## config.mk

```make
export PLATFORM = sky130hd
export DESIGN_NAME = full_sub
export DESIGN_NICKNAME = d
export VERILOG_FILES = /design/src/rtl/full_sub.sv
export SDC_FILE = /design/constraint.sdc
export NUM_CORES = 1
export LEC_CHECK = 0
export BUFFER_PORTS_ARGS = -buffer_cell sky130_fd_sc_hd__buf_2
export CORE_AREA = 2 2 39 41
export DETAILED_ROUTE_END_ITERATION = 12
export DIE_AREA = 0 0 41 43
export PLACE_DENSITY = 0.3
export SYNTH_ARGS = -nofsm -noshare
export SYNTH_HDL_FRONTEND = slang
export SYNTH_SLANG_ARGS = --single-unit
```

## constraint.sdc

```tcl
create_clock -name clk -period 1.1 [get_ports clk]
set_clock_uncertainty 0.1 [all_clocks]
set_input_delay 0.165 -clock clk [delete_from_list [all_inputs] [get_ports clk]]
set_output_delay 0.165 -clock clk [all_outputs]
set_load 0.05 [all_outputs]
```

## src/rtl/full_sub.sv

```systemverilog
// rtl/full_sub.sv - ripple-borrow full subtractor with combinational and registered results
module full_sub #(
    parameter int WIDTH = 1
) (
    input  logic             clk,
    input  logic             rst,
    input  logic [WIDTH-1:0] a,
    input  logic [WIDTH-1:0] b,
    input  logic             Bin,
    input  logic             in_valid,
    output logic [WIDTH-1:0] diff,
    output logic             Bout,
    output logic [WIDTH-1:0] diff_r,
    output logic             Bout_r,
    output logic             out_valid
);

    logic [WIDTH-1:0] diff_q, diff_d;
    logic             bout_q, bout_d;
    logic             valid_q, valid_d;

    // Borrow ripples LSB to MSB through a loop-local variable, one cell per bit.
    always_comb begin
        logic bi;
        bi   = Bin;
        diff = '0;
        for (int i = 0; i < WIDTH; i++) begin
            diff[i] = a[i] ^ b[i] ^ bi;
            bi      = (~a[i] & b[i]) | (bi & ~(a[i] ^ b[i]));
        end
        Bout = bi;
    end

    always_comb begin
        diff_d  = diff_q;
        bout_d  = bout_q;
        valid_d = 1'b0;
        if (in_valid) begin
            diff_d  = diff;
            bout_d  = Bout;
            valid_d = 1'b1;
        end
    end

    always_ff @(posedge clk or posedge rst) begin
        if (rst) begin
            diff_q  <= '0;
            bout_q  <= 1'b0;
            valid_q <= 1'b0;
        end else begin
            diff_q  <= diff_d;
            bout_q  <= bout_d;
            valid_q <= valid_d;
        end
    end

    assign diff_r    = diff_q;
    assign Bout_r    = bout_q;
    assign out_valid = valid_q;

endmodule

```

**Word-level counts from Yosys, hierarchy flattened**

Index checks and enable logic that the tools add are counted.
Widths: inputs -> output; s select.

- Flip-flop bits (word level): 3
- Input bits: 6
- Output and inout bits: 5
- Word-level logic and storage cells: 11

- Bitwise operators: 7
- Multiplexer cells: 1

Operator list:

| kind | number |
|---|---|
| $and 1x1->1 | 2 |
| $not 1->1 | 2 |
| $xor 1x1->1 | 2 |
| $mux 1 | 1 |
| $or 1x1->1 | 1 |

**Depth between registers and ports, before layout**

- Depth in word-level cells: 4
- Gate-level depth with buffers: 3
- Gate-level depth less buffers: 3

**Worst setup path before layout**

Ideal clock, no wire load.

- Path kind: input port to flip-flop
- From: input port b
- To: register diff_q (netlist: diff_r)
- Library setup time: 0.125 ns
- Stages: 3
- Arrival time: 1.227 ns
- Setup slack: -0.352 ns
- Required time: 0.875 ns
- Path through: inv_1 fa_1 mux2_4

- Longest elaborated chain between the ends: 2

Ends and longest elaborated chain:

| element | RTL line | RTL |
|---|---|---|
| start: declaration | 8 | `input logic [WIDTH-1:0] b,` |
| $xor 1x1->1 (2 in series) | 28 | `diff[i] = a[i] ^ b[i] ^ bi;` |
| via diff | 11 | `output logic [WIDTH-1:0] diff,` |
| end signal: assignment | 51 | `diff_q <= diff_d;` |
| end: declaration | 18 | `logic [WIDTH-1:0] diff_q, diff_d;` |

The timed path passes the listed nets, and every way through them passes these cells.
A chain may end at the register's enable or synchronous reset.

**Worst setup path in the final report**

- From: input port a
- To: output port diff

- Longest elaborated chain between the ends: 2

Ends and longest elaborated chain:

| element | RTL line | RTL |
|---|---|---|
| start: declaration | 7 | `input logic [WIDTH-1:0] a,` |
| $xor 1x1->1 (2 in series) | 28 |  |
| end: declaration | 11 |  |

No other way between the ends.

==> run metrics <==
status finished, violations left; failing checks negative setup slack; dpl ws -0.3137 ns; CP Data Arrival Time 1.00 ns; leak pwr approximately 0.17 nW; Final Cycle Share 114.9%; area fraction of the dominant cell type after synthesis 56.07%; Max Freq 791.3 MHz; sequential-to-total area share from yosys stat 56.07%; slowest CP cell fa_2; Worst Setup Start Kind input pin; element type at the critical path end output pin; row cnt 14; Tmin final 1.264 ns; multi-input combinational cell area between 40 and 50 um2; total I/O pin count 11; top post-synthesis cells by count inv_1 (4), dfrtp_1 (3); # nets final 39; largest stage delay on the critical path ~0.6 ns; die extent in y between 40 and 50 um; initial antenna violation count 0; final setup violation count 3; Core Region 1384 um2; Chip Width 41 um; Critical Path Start a; cell with the most instances after synthesis inv_1; CTS root buf clkbuf_4; capture point of the worst path diff; Slew Limit Headroom 83.50%; Hold WC Path Type input pin to flop; Ant. Diodes 0; Placed Instance Area 232.7 um2; vias in the first global route 166; H-tree levels 1; post-route ant nets 0; number of fill cells 153; Avg Cell Area, Syn about 12 um2; I/O Buffers 10; fraction of layout instances using a drive strength above 1 70.97%; Syn. warnings 0; design area about 340 um2; via/cell ratio around 3.1; Clock Tree Buf Depth 2; Initial Utilization about 9.7%; cell count after synthesis 11; Pwr Density 1620 nW/um2; CP Cell Sequence buf_6 > fa_2 > buf_8; Synthesized Nets 18; Async SR Flop Fraction 100.0%; first-pass GRT wire length 600 um; die area between 1500 and 2000 um2; placed insts 39; Yosys reg bits 3; post-synth top area cell dfrtp_1; Non-Filler Instances between 40 and 50; largest net degree at the start of global routing 5; GPL Wtd Cong 0.5405; Reg clk slew, reported paths roughly 0.04 ns; Worst Path Max Fanout 2; RR Endpoint diff_r; DR iter-0 viols 0; Synth Flop Type dfrtp_1; Yosys cell types 6; total of max-cap violations 0; Max Slew Vio Count 0; worst r2r src diff_r; critical setup path kind input pin to output pin; # clock sinks 3; WL final around 370 um; peak supply drop between 0.0003 and 0.0004 V; setup ws final -0.1638 ns; Mapped Area 133.9 um2; GR Overflow Total 0; Worst Path Required 0.83 ns; CTS tree yes; routed vias approximately 150; TritonRoute pass-1 iters 1; FF-to-FF setup slack around 0.22 ns; Fin. Hold Viols 0; Num CTS Buffers 3; unrepaired setup endpoints after global routing true; residual DRC count 0; worst-margin pin slew 0.2492 ns; Tot GR Track Use under 10%; total power draw 549.1 uW; top cells by area, synth dfrtp_1 (56%), fa_1 (15%), inv_1 (11%), mux2_4 (11%), a21oi_1 (3.7%); synthesis-to-finish area growth 153.3%; Reg2Reg Depth 1; Post-synth EDFFs 0; wire length per cell slightly below 8 um; Skew-Pair Late Insertion Delay 0.23 ns; Register Area approximately 75 um2
state kept, by name, summed over array words and instances (netlist names):
name	flops
Bout_r	1
diff_r	1
out_valid	1
cell families (layout without fill, tap and decap cells):
family | Yosys count | count (layout) | share of synthesized area, %
mux | 1 | 1 | 11.21
buf+inv | 4 | 24 | 11.21
flops | 3 | 3 | 56.07
compound gates | 1 | 1 | 3.735
simple gates | 1 | 1 | 2.801
fa+ha+maj | 1 | 1 | 14.95
cell usage in the layout (no fill, tap or decap):
cell type | netlist | final
buf_6 | 0 | 4
mux2_4 | 1 | 1
buf_2 | 0 | 4
fa_2 | 0 | 1
dlygate4sd3_1 | 0 | 2
inv_2 | 0 | 1
a21oi_1 | 1 | 1
inv_8 | 0 | 1
buf_8 | 0 | 2
clkinvlp_4 | 0 | 1
buf_4 | 0 | 4
clkbuf_4 | 0 | 3
clkbuf_1 | 0 | 1
nor2_1 | 1 | 1
inv_1 | 4 | 1
dfrtp_1 | 3 | 3
what timing repair did:
item                                    CTS  global route
gates cloned                              0             0
pin swaps                                 1             0
resized for setup                        11             3
endpoints found under the setup margin    5             4
buffers inserted                          1             1
hold buffers                              2             0
endpoints found under the hold margin     4             0
metal layers:
layer  up-vias  part of all wire, %  GRT usage (%)
met5         -                    0              0
met4         0                  5.1          10.00
met3         2                   16          4.188
met2        13                   42          7.813
met1        63                   37          3.871
li1         70                    -              -
how the worst min path moves through the flow:
| stage | endpoint | cells after the start | start | slack (ns) |
|---|---|---|---|---|
| after floorplan | Bout_r | 1 | rst | -0.18 |
| after global placement | out_valid | 2 | rst | -0.07 |
| after detailed placement | out_valid | 2 | rst | -0.07 |
| after CTS | Bout_r | 2 | in_valid | 0.05 |
| after global routing | Bout_r | 2 | in_valid | 0.05 |
| final | Bout_r | 2 | in_valid | 0.05 |
stage by stage:
step                      util, %  hold slack, ns  TNS (ns)
after floorplan                 -         -0.1814   -0.2816
after global placement      16.82        -0.07469   -0.8847
after detailed placement    16.82        -0.06838   -0.9134
after CTS                   23.42         0.05188   -0.2515
after global routing        24.50         0.05243   -0.4037
final                       24.50         0.05371   -0.3548
layout make-up:
type                            count  share of cell area [%]
Multi-Input combinational cell      4                   13.65
Tap cell                           16                   5.904
Sequential cell                     3                   22.14
Timing Repair Buffer               16                   42.80
Inverter                            4                   7.749
Clock buffer                        4                   7.749
power breakdown:
group / internal, mW / switching (mW) / leakage (nW)
logic: 0.104 / 0.118 / 0.116
clock network: 0.136 / 0.0586 / 0.0150
registers: 0.124 / 0.00889 / 0.0345
total: 0.364 / 0.185 / 0.165
worst max-delay path: cells and delay by family:
family,cells,cell delay [ns]
buffers and inverters,2,0.24
adder cells (fa/ha/maj),1,0.59
(Power assumes the default switching activity.)
